## src/rtl/data_mem_access_if.sv

```systemverilog
// rtl/data_mem_access_if.sv - pipeline request/response and data-memory signal bundle.
interface data_mem_access_if;
  logic        req_valid;
  logic        req_ready;
  logic        req_write;
  logic [31:0] req_addr;
  logic [31:0] req_wdata;
  logic        resp_valid;
  logic [31:0] resp_rdata;
  logic        resp_error;
  logic        busy;
  logic [31:0] mem_address;
  logic [31:0] mem_write_data;
  logic        mem_MemWrite;
  logic        mem_MemRead;
  logic        mem_distinct;
  logic [31:0] mem_read_data;

  modport slave (
    input  req_valid, req_write, req_addr, req_wdata, mem_read_data,
    output req_ready, resp_valid, resp_rdata, resp_error, busy,
           mem_address, mem_write_data, mem_MemWrite, mem_MemRead, mem_distinct
  );

  modport master (
    output req_valid, req_write, req_addr, req_wdata, mem_read_data,
    input  req_ready, resp_valid, resp_rdata, resp_error, busy,
           mem_address, mem_write_data, mem_MemWrite, mem_MemRead, mem_distinct
  );
endinterface

```

## src/rtl/data_mem_access.sv

```systemverilog
// rtl/data_mem_access.sv - single-request data memory access FSM with range check.
// Define DMEM_OUT_REG_EN when the memory has an output register (adds WAIT2 to loads).
module data_mem_access #(
  parameter int MEM_ADDR_BITS = 17
) (
  input logic              CLK,
  input logic              reset,
  data_mem_access_if.slave bus
);

`ifdef DMEM_OUT_REG_EN
  typedef enum logic [2:0] {S_IDLE, S_ISSUE, S_WAIT, S_WAIT2, S_DONE} state_t;
`else
  typedef enum logic [2:0] {S_IDLE, S_ISSUE, S_WAIT, S_DONE} state_t;
`endif

  state_t      state_q;
  logic        write_q;
  logic [31:0] addr_q;
  logic [31:0] wdata_q;
  logic [31:0] rdata_q;
  logic        err_q;
  logic        mem_rd_q;
  logic        mem_wr_q;
  logic        range_err_d;

  assign range_err_d = (bus.req_addr >> MEM_ADDR_BITS) != 32'd0;

  always_ff @(posedge CLK) begin
    if (reset) begin
      state_q  <= S_IDLE;
      write_q  <= 1'b0;
      addr_q   <= '0;
      wdata_q  <= '0;
      rdata_q  <= '0;
      err_q    <= 1'b0;
      mem_rd_q <= 1'b0;
      mem_wr_q <= 1'b0;
    end else begin
      case (state_q)
        S_IDLE: begin
          if (bus.req_valid) begin
            write_q <= bus.req_write;
            addr_q  <= bus.req_addr;
            wdata_q <= bus.req_wdata;
            err_q   <= range_err_d;
            // Out-of-range requests skip the memory entirely and answer next cycle.
            if (range_err_d) begin
              rdata_q <= '0;
              state_q <= S_DONE;
            end else begin
              mem_rd_q <= ~bus.req_write;
              mem_wr_q <= bus.req_write;
              state_q  <= S_ISSUE;
            end
          end
        end
        S_ISSUE: begin
          mem_rd_q <= 1'b0;
          mem_wr_q <= 1'b0;
          state_q  <= write_q ? S_DONE : S_WAIT;
        end
`ifdef DMEM_OUT_REG_EN
        S_WAIT: state_q <= S_WAIT2;
        S_WAIT2: begin
          rdata_q <= bus.mem_read_data;
          state_q <= S_DONE;
        end
`else
        S_WAIT: begin
          rdata_q <= bus.mem_read_data;
          state_q <= S_DONE;
        end
`endif
        S_DONE: begin
          err_q   <= 1'b0;
          state_q <= S_IDLE;
        end
        default: state_q <= S_IDLE;
      endcase
    end
  end

  assign bus.req_ready      = (state_q == S_IDLE);
  assign bus.busy           = (state_q != S_IDLE);
  assign bus.resp_valid     = (state_q == S_DONE);
  assign bus.resp_error     = (state_q == S_DONE) && err_q;
  assign bus.resp_rdata     = rdata_q;
  assign bus.mem_address    = addr_q;
  assign bus.mem_write_data = wdata_q;
  assign bus.mem_MemRead    = mem_rd_q;
  assign bus.mem_MemWrite   = mem_wr_q;
  assign bus.mem_distinct   = mem_rd_q | mem_wr_q;

endmodule

```

## src/flat_wrapper.sv

```systemverilog
// flat-port wrapper written by rule: the top's interface ports become plain ports
module data_mem_access_flat 
#(
  parameter int MEM_ADDR_BITS = 17
)
  (CLK, reset, bus_req_valid, bus_req_write, bus_req_addr, bus_req_wdata, bus_mem_read_data, bus_req_ready, bus_resp_valid, bus_resp_rdata, bus_resp_error, bus_busy, bus_mem_address, bus_mem_write_data, bus_mem_MemWrite, bus_mem_MemRead, bus_mem_distinct);
  data_mem_access_if bus_i ();
  input logic CLK;
  input logic reset;
  input wire logic [$bits(bus_i.req_valid)-1:0] bus_req_valid;
  input wire logic [$bits(bus_i.req_write)-1:0] bus_req_write;
  input wire logic [$bits(bus_i.req_addr)-1:0] bus_req_addr;
  input wire logic [$bits(bus_i.req_wdata)-1:0] bus_req_wdata;
  input wire logic [$bits(bus_i.mem_read_data)-1:0] bus_mem_read_data;
  output wire logic [$bits(bus_i.req_ready)-1:0] bus_req_ready;
  output wire logic [$bits(bus_i.resp_valid)-1:0] bus_resp_valid;
  output wire logic [$bits(bus_i.resp_rdata)-1:0] bus_resp_rdata;
  output wire logic [$bits(bus_i.resp_error)-1:0] bus_resp_error;
  output wire logic [$bits(bus_i.busy)-1:0] bus_busy;
  output wire logic [$bits(bus_i.mem_address)-1:0] bus_mem_address;
  output wire logic [$bits(bus_i.mem_write_data)-1:0] bus_mem_write_data;
  output wire logic [$bits(bus_i.mem_MemWrite)-1:0] bus_mem_MemWrite;
  output wire logic [$bits(bus_i.mem_MemRead)-1:0] bus_mem_MemRead;
  output wire logic [$bits(bus_i.mem_distinct)-1:0] bus_mem_distinct;
  assign bus_i.req_valid = bus_req_valid;
  assign bus_i.req_write = bus_req_write;
  assign bus_i.req_addr = bus_req_addr;
  assign bus_i.req_wdata = bus_req_wdata;
  assign bus_i.mem_read_data = bus_mem_read_data;
  assign bus_req_ready = bus_i.req_ready;
  assign bus_resp_valid = bus_i.resp_valid;
  assign bus_resp_rdata = bus_i.resp_rdata;
  assign bus_resp_error = bus_i.resp_error;
  assign bus_busy = bus_i.busy;
  assign bus_mem_address = bus_i.mem_address;
  assign bus_mem_write_data = bus_i.mem_write_data;
  assign bus_mem_MemWrite = bus_i.mem_MemWrite;
  assign bus_mem_MemRead = bus_i.mem_MemRead;
  assign bus_mem_distinct = bus_i.mem_distinct;
  data_mem_access #(.MEM_ADDR_BITS(MEM_ADDR_BITS)) u_core (.CLK(CLK), .reset(reset), .bus(bus_i));
endmodule
```

## config.mk

```make
export PLATFORM = sky130hd
export DESIGN_NAME = data_mem_access_flat
export DESIGN_NICKNAME = d
export VERILOG_FILES = /design/src/rtl/data_mem_access_if.sv /design/src/rtl/data_mem_access.sv /design/src/flat_wrapper.sv
export SDC_FILE = /design/constraint.sdc
export NUM_CORES = 1
export LEC_CHECK = 0
export BUFFER_PORTS_ARGS = -buffer_cell sky130_fd_sc_hd__buf_2
export CAP_MARGIN = 20
export CORE_UTILIZATION = 30
export CTS_CLUSTER_DIAMETER = 150
export DETAILED_ROUTE_END_ITERATION = 10
export GPL_ROUTABILITY_DRIVEN = 0
export REMOVE_ABC_BUFFERS = 1
export SYNTH_ARGS = -nofsm -noshare
export SYNTH_HDL_FRONTEND = slang
export SYNTH_SLANG_ARGS = --single-unit
```

## constraint.sdc

```tcl
create_clock -name CLK -period 1.85 [get_ports CLK]
set_input_delay 0.37 -clock CLK [delete_from_list [all_inputs] [get_ports CLK]]
set_output_delay 0.37 -clock CLK [all_outputs]
set_load 0.1 [all_outputs]
```

* Word level (Yosys, flattened, before mapping)
Cells that the tools add are included.
Word-level totals: register bits 103, output and inout bits 103
Cells by class: equality and inequality tests 6, mux-type cells 15, bitwise logic cells 2, reduce and logical (&&, ||, !) cells 11
Operators with widths (number):
- 32-bit 2-to-1 mux | 2
- 32-bit one-hot mux with 2 select lines | 1
- 32-bit nonzero test | 1
- 3-bit one-hot mux with 3 select lines | 1
- 3-bit by 2-bit == test with 1-bit output (second input constant) | 2
- 1-bit 2-to-1 mux | 6
- 1-bit one-hot mux with 2 select lines | 3
- 3-bit AND reduction | 2
- 2-bit nonzero test | 3
- 2-bit != test (second input constant) | 2
- 2-bit AND reduction | 2
- 3-bit by 1-bit == test with 1-bit output (second input constant) | 1
- 3-bit logical NOT | 1
- 3-bit 2-to-1 mux | 1
- 3-bit nonzero test | 1
- 2-bit 2-to-1 mux | 1
- 2-bit by 1-bit != test with 1-bit output (second input constant) | 1
- 1-bit logical AND | 1
- 1-bit inverter | 1
- 1-bit OR | 1

* Depth between registers and ports, before layout
Gate-level depths: netlist of run 1.
word-level depth 4, mapped depth 7, depth with buffers taken out 6

* Worst setup path after synthesis of run 1
Ideal clock, no wire load.
kind reg-to-reg, start register u_core.state_q[1], end register u_core.rdata_q[26], in the netlist u_core.bus.resp_rdata[26], library setup time 0.132 ns, data arrival time 2.811 ns, slack -1.094 ns, stages on the path, launching flop included 7, buffers on the path 1, path through dfxtp_1 > inv_1 > ha_1 > clkinv_1 > clkbuf_1 > o211ai_1 > a21oi_1
Between the ends: longest elaborated chain between the ends 3, elaborated cells between the ends (all ways) 7, classes of those cells 3 x eq/ne; 1 x mux; 3 x reduce/logical
Ends and longest elaborated chain:
- from (decl) | line data_mem_access.sv:17 | state_t state_q;
- from (signal assigned) | line data_mem_access.sv:61 | state_q <= write_q ? S_DONE : S_WAIT;
- 3-bit logical NOT (*)
- via bus_req_ready | line flat_wrapper.sv:15 | output wire logic [$bits(bus_i.req_ready)-1:0] bus_req_ready;
- 2-bit by 1-bit != test with 1-bit output (no source line) (tied with other cells)
- 3-bit AND reduction (no source line)
- to (signal assigned) | line data_mem_access.sv:71 | rdata_q <= bus.mem_read_data;
- to (decl) | line data_mem_access.sv:21 | logic [31:0] rdata_q;
The timed path passes the listed nets; every way through them passes the cells marked *. A chain may end at the register's enable or synchronous reset.

* Worst setup path after layout of run 1
start register u_core.state_q[1], end output bus_busy
Between the ends: longest elaborated chain between the ends 1
Ends and longest elaborated chain:
- 3-bit nonzero test | line data_mem_access.sv:85 | assign bus.busy = (state_q != S_IDLE);
- to (decl) | line flat_wrapper.sv:19 | output wire logic [$bits(bus_i.busy)-1:0] bus_busy;
Every way passes these cells.

==> metrics.txt, run 1 <==
Die X 116 um; ant diodes 0; Finished Core Util 0.437; dpl hpwl 8.19 mm; register area share after synthesis 0.521; headroom to the max-slew limit 0.636; total number of vias 4031; TritonRoute pass-1 iters 4; synth top area cells dfxtp_1, nand2_1, a21oi_1; Die Ht 116 um; WL final 11.6 mm; CTS tree done; final cell count without fillers 839; Vias/cell 4.80; core area 12700 um^2; antenna violations before repair 0; Static Leakage 2.47 nW; placed insts 823; Antenna Nets Post-Route 0; critical path class reg -> out; min setup slack post-route 0.0928 ns; Worst Path Max Fanout 17; worst skew pair latency 0.35 ns; clock skew 0.00748 ns; Avg Cell Area, Syn 8.19 um^2; total negative setup slack 0 ns; result of the run complete, no violations; power per cell area 1920 nW/um^2; number of enable flip-flop cells after synthesis 0; Final Hold Violating Endpoints 0; # hold bufs at CTS 0; Synth area leader dfxtp_1; Clock Pin Slew Worst Setup and Hold Paths 0.07 ns; mapped cell area 3920 um^2; WL per Instance 13.8 um; GR Util All Layers 0.173; Max Root-Sink Buffers 2; Crit. End Element primary output; nets 767; vias in the first global route 3724; final setup violating endpoints 0; top-area cell type share of the netlist area 0.521; root buffer cell clkbuf_16; I/O Buffers 202; Pins Over Slew Limit 0; # rows 41; Final min period 1.76 ns; Synth top cells by count nand2_1, dfxtp_1, a21oi_1; max-cap viol count 0; Max VDD drop 890 uV; RSZ-0062 raised after global routing false; Worst Setup Start Kind flip-flop; largest net degree at the start of global routing 54; Synth Flop Type dfxtp_1; Worst EP required 1.48 ns; layout cells sized above 1 0.364; worst slack at placement 0.107 ns; Syn Inst Count 478; P&R area growth vs syn 41.5%; boundary pin count 203; post-synthesis cell type count 26; actual slew at the worst max-slew pin 0.546 ns; Starting Density 0.309; total die area 13500 um^2; DR iter-0 viols 402; CTS sink count 102; Tcrit/Tclk final 0.950; number of remaining DRC errors 0; H-Tree Depth 3; Post-synth ARST share 0; Tot Pwr 10.6 mW; most common cell in the netlist nand2_1; Yosys warning count 0; Arrival @ worst endpoint 1.39 ns; fmax 0.569 GHz; Congestion Overflow GR 0; Yosys reg bits 102; Tightest Hold Check Type in -> reg; TritonCTS Buffers 9; first-pass GRT wire length 18.0 mm
[sequential cells by signal, summed over array words and instances (netlist names)]
name                       cells
u_core.write_q                 1
u_core.state_q                 2
u_core.bus.mem_address        32
u_core.err_q                   1
u_core.bus.mem_write_data     32
u_core.bus.mem_MemRead         1
u_core.bus.resp_rdata         32
u_core.bus.mem_MemWrite        1
[repair_timing]
action | 4_1_cts | 5_1_grt
cloned | 1 | 0
resized for setup | 7 | 4
buffers inserted | 0 | 0
endpoints found under the setup margin | 2 | 2
[cell families after synthesis]
logic type,after synthesis,share of synthesized area
AND/OR/NAND/NOR,187,0.208
AO/OA/AOI/OAI,138,0.203
flip-flops,102,0.521
buffers and inverters,45,0.0502
adder cells (fa/ha/maj),4,0.0128
multiplexers,2,0.00511
[metrics by stage]
step           hold slack (ns)  cell area, um^2
6_report                 0.259             5540
5_1_grt                  0.249             5540
4_1_cts                  0.244             5540
3_5_place_dp             0.444             5180
3_3_place_gp             0.440             5180
2_1_floorplan            0.431             3730
[power breakdown]
| part | internal (mW) | leakage [nW] | switching [mW] |
|---|---|---|---|
| Clock | 1.12 | 0.149 | 0.809 |
| Combinational | 1.26 | 1.49 | 4.59 |
| Sequential | 2.62 | 0.833 | 0.216 |
[critical path, cell delays in order, from the launching register on]
cell      delay [ns]
dfxtp_2         0.37
inv_2           0.07
ha_4            0.17
clkinv_2        0.09
buf_12          0.16
buf_12          0.18
[worst paths after layout]
check / start / to / slack, ns / cells past startpoint
setup / recovery: u_core.state_q[1] / bus_busy / 0.09 / 5
hold / removal: bus_req_wdata[1] / u_core.bus.mem_write_data[1] / 0.26 / 3
setup reg to reg: u_core.state_q[1] / u_core.bus.resp_rdata[18] / 0.22 / 7
hold reg to reg: u_core.bus.mem_address[13] / u_core.bus.mem_address[13] / 0.45 / 2
[per-layer routing]
layer / global-route usage / vias to the layer above / routed length (um)
met2: 0.277 / 188 / 5180
met1: 0.205 / 1832 / 5060
met5: 0 / - / 0
met3: 0.0602 / 17 / 1120
met4: 0.0906 / 0 / 259
li1: - / 1994 / -
[cell type report]
cell class / count / area [um^2]
multi-input combinational: 331 / 1690
timing repair buffer: 215 / 1270
sequential: 102 / 2040
fill: 1283 / 7130
inverter: 4 / 16.3
clock inverter: 3 / 43.8
tap: 172 / 215
clock buffer: 12 / 256
[cell usage in the layout (no fill, tap or decap), types with 2 or more instances in the layout]
cell and n:
buf_12 10, buf_2 197, nor2_1 6, nand3_1 32, ha_1 3, buf_4 7, nor3_1 2, nor4_4 3
clkbuf_16 9, inv_2 2, or2_2 2, mux2i_1 2, clkinv_2 2, dfxtp_1 100, o211ai_1 32, dfxtp_2 2
a21oi_1 100, o21ai_0 2, clkbuf_8 2, nand2_1 136
Note: power is estimated with default switching activity, not from simulation.
==> run 2, diff against run 1 <==
--- a/config.mk
+++ b/config.mk
@@ -8,6 +8,7 @@
 export BUFFER_PORTS_ARGS = -buffer_cell sky130_fd_sc_hd__buf_2
 export CAP_MARGIN = 20
 export CORE_UTILIZATION = 30
+export CTS_BUF_LIST = sky130_fd_sc_hd__clkbuf_8
 export CTS_CLUSTER_DIAMETER = 150
 export DETAILED_ROUTE_END_ITERATION = 10
 export GPL_ROUTABILITY_DRIVEN = 0
==> metrics.txt, run 2 (same netlist as run 1, synthesis figures left out) <==
result of the run complete, no violations; Worst Setup Start Kind flip-flop; TritonRoute pass-1 iters 5 (+1); # hold bufs at CTS 0 (unchanged); final setup violating endpoints 0 (unchanged); # Post-CTS Setup Buffers 0 (unchanged); I/O Buffers 202 (unchanged); first-pass GRT wire length 17.9 mm (-0.69%); dpl hpwl 8.19 mm (unchanged); ordered cell list for the critical path inv_2 > ha_4 > inv_4 > buf_12 > buf_12; # rows 41 (unchanged); WHS 0.223 ns (-0.0358 ns); Pins Over Slew Limit 0 (unchanged); Crit path depth 5 (unchanged); total number of vias 4057 (+0.65%); min setup slack post-route 0.0740 ns (-0.0187 ns); Final Hold Violating Endpoints 0 (unchanged); hold_sp bus_req_wdata[1]; Starting Density 0.309 (unchanged); core area 12700 um^2 (unchanged); Final min period 1.78 ns (+0.0187 ns); worst hold path depth 3 (unchanged); reg2reg path depth 7 (unchanged); clock skew 0.00951 ns (+0.00203 ns); vias in the first global route 3702 (-0.59%); Crit. End Element primary output; Antenna Nets Post-Route 0 (unchanged); WP buf/inv 4 (unchanged); GR Util All Layers 0.173 (unchanged); Congestion Overflow GR 0 (unchanged); H-Tree Depth 3 (unchanged); max-cap viol count 0 (unchanged); Clock Pin Slew Worst Setup and Hold Paths 0.10 ns (+0.03 ns); DR iter-0 viols 377 (-6.2%); Worst Path Max Fanout 17 (unchanged); CTS sink count 102 (unchanged); CP delay by family, top buffers and inverters; CTS tree done; Worst setup startpoint u_core.state_q[1]; total die area 13500 um^2 (unchanged); Worst path max stage delay 0.38 ns (about the same); Max Root-Sink Buffers 2 (unchanged); Arrival @ worst endpoint 1.41 ns (+0.02 ns); Vias/cell 4.84 (+0.65%); commonest non-fill, non-tap cell in the layout buf_2; layout cells sized above 1 0.366 (+0.00150); number of remaining DRC errors 0 (unchanged); root buffer cell clkbuf_8; reg-to-reg startpoint u_core.state_q[1]; Static Leakage 2.42 nW (-1.8%); power per cell area 1860 nW/um^2 (-2.9%); CP max stage cell dfxtp_4; Tcrit/Tclk final 0.960 (+0.0101); worst slack at placement 0.107 ns (unchanged); P&R area growth vs syn 39.1%; boundary pin count 203 (unchanged); Worst EP required 1.48 ns (about the same); actual slew at the worst max-slew pin 0.546 ns (+0.000119 ns); worst skew pair latency 0.38 ns (+0.03 ns); Die Ht 116 um (unchanged); Max VDD drop 785 uV (-12%); crit-path most repeated cell buf_12; Die X 116 um (unchanged); WL final 11.5 mm (-0.71%); TritonCTS Buffers 9 (unchanged); Tightest Hold Check Type in -> reg; ant diodes 0 (unchanged); nets 767 (unchanged); antenna violations before repair 0 (unchanged); headroom to the max-slew limit 0.636 (about the same); fmax 0.563 GHz (-1.1%); most frequent cells in the layout buf_2, nand2_1, a21oi_1, dfxtp_1; WL per Instance 13.8 um (-0.71%); RSZ-0062 raised after global routing false; critical path class reg -> out; largest net degree at the start of global routing 54 (unchanged)
[run 2: worst reg2reg max path, delay by kind of cell (launching register included)]
kind | cells | cell delay (ns)
AO/OA/AOI/OAI | 3 | 0.57
adder cells (fa/ha/maj) | 1 | 0.16
buffers and inverters | 2 | 0.31
flip-flops | 1 | 0.37
AND/OR/NAND/NOR | 1 | 0.17
[run 2: cell type report]
type	instances	area, um^2
Fill cell	1300	7220
Sequential cell	102	2050
Clock inverter	4	47.5
Clock buffer	11	151
Tap cell	172	215
Timing Repair Buffer	215	1270
Multi-Input combinational cell	331	1700
Inverter	4	17.5
[run 2: final timing paths]
path / end / slack, ns
worst max-delay path: bus_busy / 0.07
worst min-delay path: u_core.bus.mem_write_data[1] / 0.22
worst max register to register: u_core.bus.resp_rdata[18] / 0.21
worst min register to register: u_core.bus.mem_address[13] / 0.46
[run 2: repair_timing]
action	in CTS	in global routing
endpoints found under the setup margin	2	2
resized for setup	11	3
endpoints found under the hold margin	0	0
cloned	1	0
[run 2: report_power, final]
group | leakage [nW] | internal, mW | total, mW | switching (mW)
clock | 0.107 | 0.688 | 1.43 | 0.746
combinational | 1.48 | 1.27 | 5.87 | 4.60
sequential | 0.834 | 2.62 | 2.84 | 0.215
total | 2.42 | 4.58 | 10.1 | 5.56
[run 2: per-stage QoR]
step	util	power [mW]	instances	cell area, um^2	TNS (ns)
floorplan	-	7.14	437	3730	-154.64
global placement	0.409	8.45	823	5180	0
detailed placement	0.409	8.50	823	5180	0
CTS	0.429	10.2	839	5440	0
global route	0.430	10.6	839	5450	0
finish	0.430	10.1	839	5450	0
[run 2: per-layer routing]
| metal | GRT usage | vias up | part of all wire |
|---|---|---|---|
| met5 | 0 | - | 0 |
| met4 | 0.0855 | 0 | 0.020 |
| met3 | 0.0607 | 16 | 0.092 |
| met2 | 0.280 | 192 | 0.45 |
| met1 | 0.204 | 1850 | 0.44 |
| li1 | - | 1999 | - |
==> run 3, diff against run 2 <==
--- a/config.mk
+++ b/config.mk
@@ -12,6 +12,7 @@
 export CTS_CLUSTER_DIAMETER = 150
 export DETAILED_ROUTE_END_ITERATION = 10
 export GPL_ROUTABILITY_DRIVEN = 0
+export GPL_TIMING_DRIVEN = 0
 export REMOVE_ABC_BUFFERS = 1
 export SYNTH_ARGS = -nofsm -noshare
 export SYNTH_HDL_FRONTEND = slang
==> metrics.txt, run 3 (same netlist as run 1, synthesis figures left out) <==
CP max stage cell dfxtp_2; Max Root-Sink Buffers 2 (unchanged); Starting Density 0.309 (unchanged); clock skew 0.00355 ns (-0.00596 ns); Worst path max stage delay 0.35 ns (-0.03 ns); root buffer cell clkbuf_8; Worst Path Max Fanout 18 (+1); Static Leakage 2.41 nW (-0.39%); WP buf/inv 3 (-1); register area 2040 um^2 (-0.12%); Finished Core Util 0.431 (+0.000889); worst slack at placement -1.34 ns (-1.45 ns); Final Hold Violating Endpoints 0 (unchanged); RSZ-0062 raised after global routing false; max-cap viol count 0 (unchanged); total number of vias 3984 (-1.8%); worst skew pair latency 0.37 ns (about the same); GR Util All Layers 0.171 (-0.00219); Max VDD drop 850 uV (+8.3%); # rows 41 (unchanged); layout cells sized above 1 0.366 (about the same); antenna violations before repair 0 (unchanged); Clock Pin Slew Worst Setup and Hold Paths 0.09 ns (about the same); fmax 0.569 GHz (+1.1%); DR iter-0 viols 216 (-43%); Vias/cell 4.77 (-1.4%); I/O Buffers 202 (unchanged); Tcrit/Tclk final 0.950 (-0.00998); ant diodes 0 (unchanged); WL per Instance 13.8 um (+0.42%); first-pass GRT wire length 17.9 mm (unchanged); dpl hpwl 8.17 mm (-0.16%); total die area 13500 um^2 (unchanged); nets 763 (-0.52%); Fill cells 1334 (+2.6%); min setup slack post-route 0.0925 ns (+0.0185 ns); area of the multi-input gates 1740 um^2 (+2.8%); TritonCTS Buffers 9 (unchanged); core area 12700 um^2 (unchanged); largest net degree at the start of global routing 60 (+11%); CTS tree done; critical path class reg -> out; Worst EP required 1.48 ns (about the same); Congestion Overflow GR 0 (unchanged); H-Tree Depth 3 (unchanged); power per cell area 1880 nW/um^2 (+1.1%); headroom to the max-slew limit 0.544 (-0.0922); boundary pin count 203 (unchanged); WL final 11.5 mm (about the same); Die X 116 um (unchanged); actual slew at the worst max-slew pin 0.679 ns (+0.133 ns); Tightest Hold Check Type in -> reg; P&R area growth vs syn 39.4%; commonest non-fill, non-tap cell in the layout buf_2; ordered cell list for the critical path inv_2 > ha_4 > clkinv_8 > buf_12; result of the run complete, no violations; Crit. End Element primary output; number of remaining DRC errors 0 (unchanged); # hold bufs at CTS 0 (unchanged); Arrival @ worst endpoint 1.39 ns (-0.02 ns); CTS sink count 102 (unchanged); vias in the first global route 3682 (-0.54%); Die Ht 116 um (unchanged); Final min period 1.76 ns (-0.0185 ns); Pins Over Slew Limit 0 (unchanged); CP delay by family, top buffers and inverters; Antenna Nets Post-Route 0 (unchanged); TritonRoute pass-1 iters 4 (-1); Worst Setup Start Kind flip-flop; final setup violating endpoints 0 (unchanged); most frequent cells in the layout buf_2, nand2_1, a21oi_1, dfxtp_1
## run 3: cell count changes in the layout (fill, tap and decap cells not counted), moves of 2 or more
cell       previous run  this run
buf_4                 7         5
buf_12               10         4
bufinv_16             1         3
buf_8                 0         2
## run 3: path summary, 6_finish.rpt
path                               from                            end  slack (ns)  cells after the start
min                   bus_req_wdata[12]  u_core.bus.mem_write_data[12]        0.23                      3
max reg2reg           u_core.state_q[1]       u_core.bus.resp_rdata[1]        0.18                      7
min reg2reg  u_core.bus.mem_address[17]     u_core.bus.mem_address[17]        0.46                      2
max                   u_core.state_q[1]                       bus_busy        0.09                      4
## run 3: layer usage
| layer | GRT usage | part of all wire | wire, um | vias up |
|---|---|---|---|---|
| met5 | 0 | 0 | 0 | - |
| met4 | 0.0803 | 0.018 | 209 | 0 |
| met3 | 0.0628 | 0.099 | 1140 | 13 |
| met2 | 0.278 | 0.46 | 5260 | 172 |
| met1 | 0.200 | 0.43 | 4930 | 1812 |
| li1 | - | - | - | 1987 |
## run 3: layout make-up
type                    instances  share of cell area
inverters                       4             0.00504
multi-input cells             331               0.320
clock inverters                 5              0.0179
flip-flops and latches        102               0.375
repair buffers                210               0.215
clock buffers                  11              0.0277
repair inverters                1            0.000917
well taps                     172              0.0394
## run 3: worst reg2reg max path: stages, from the launching register on
cell and delay [ns]:
dfxtp_2 0.35, inv_2 0.09, ha_4 0.24, nand2_8 0.15, a41oi_4 0.28, buf_12 0.19
o211ai_1 0.12, a21oi_1 0.17
## run 3: through the flow
step | hold WS (ns) | std cells | setup TNS (ns) | power (mW) | cell area, um^2
floorplan | 0.431 | 437 | -154.64 | 7.14 | 3730
global placement | 0.440 | 811 | -148.92 | 8.10 | 4960
detailed placement | 0.445 | 816 | -43.75 | 8.27 | 5060
CTS | 0.198 | 836 | -0.00534 | 10.2 | 5420
global route | 0.211 | 836 | 0 | 10.8 | 5460
finish | 0.226 | 836 | 0 | 10.3 | 5460
## run 3: where the power goes
| part | internal [mW] | total [mW] | leakage, nW | switching (mW) |
|---|---|---|---|---|
| Clock | 0.964 | 1.71 | 0.132 | 0.744 |
| Sequential | 2.62 | 2.84 | 0.833 | 0.220 |
| Combinational | 1.09 | 5.72 | 1.45 | 4.63 |
## run 3: what timing repair did
action,CTS,global route
endpoints found under the setup margin,64,79
pin swaps,1,1
buffers inserted,3,0
cloned,1,0
resized for setup,17,13
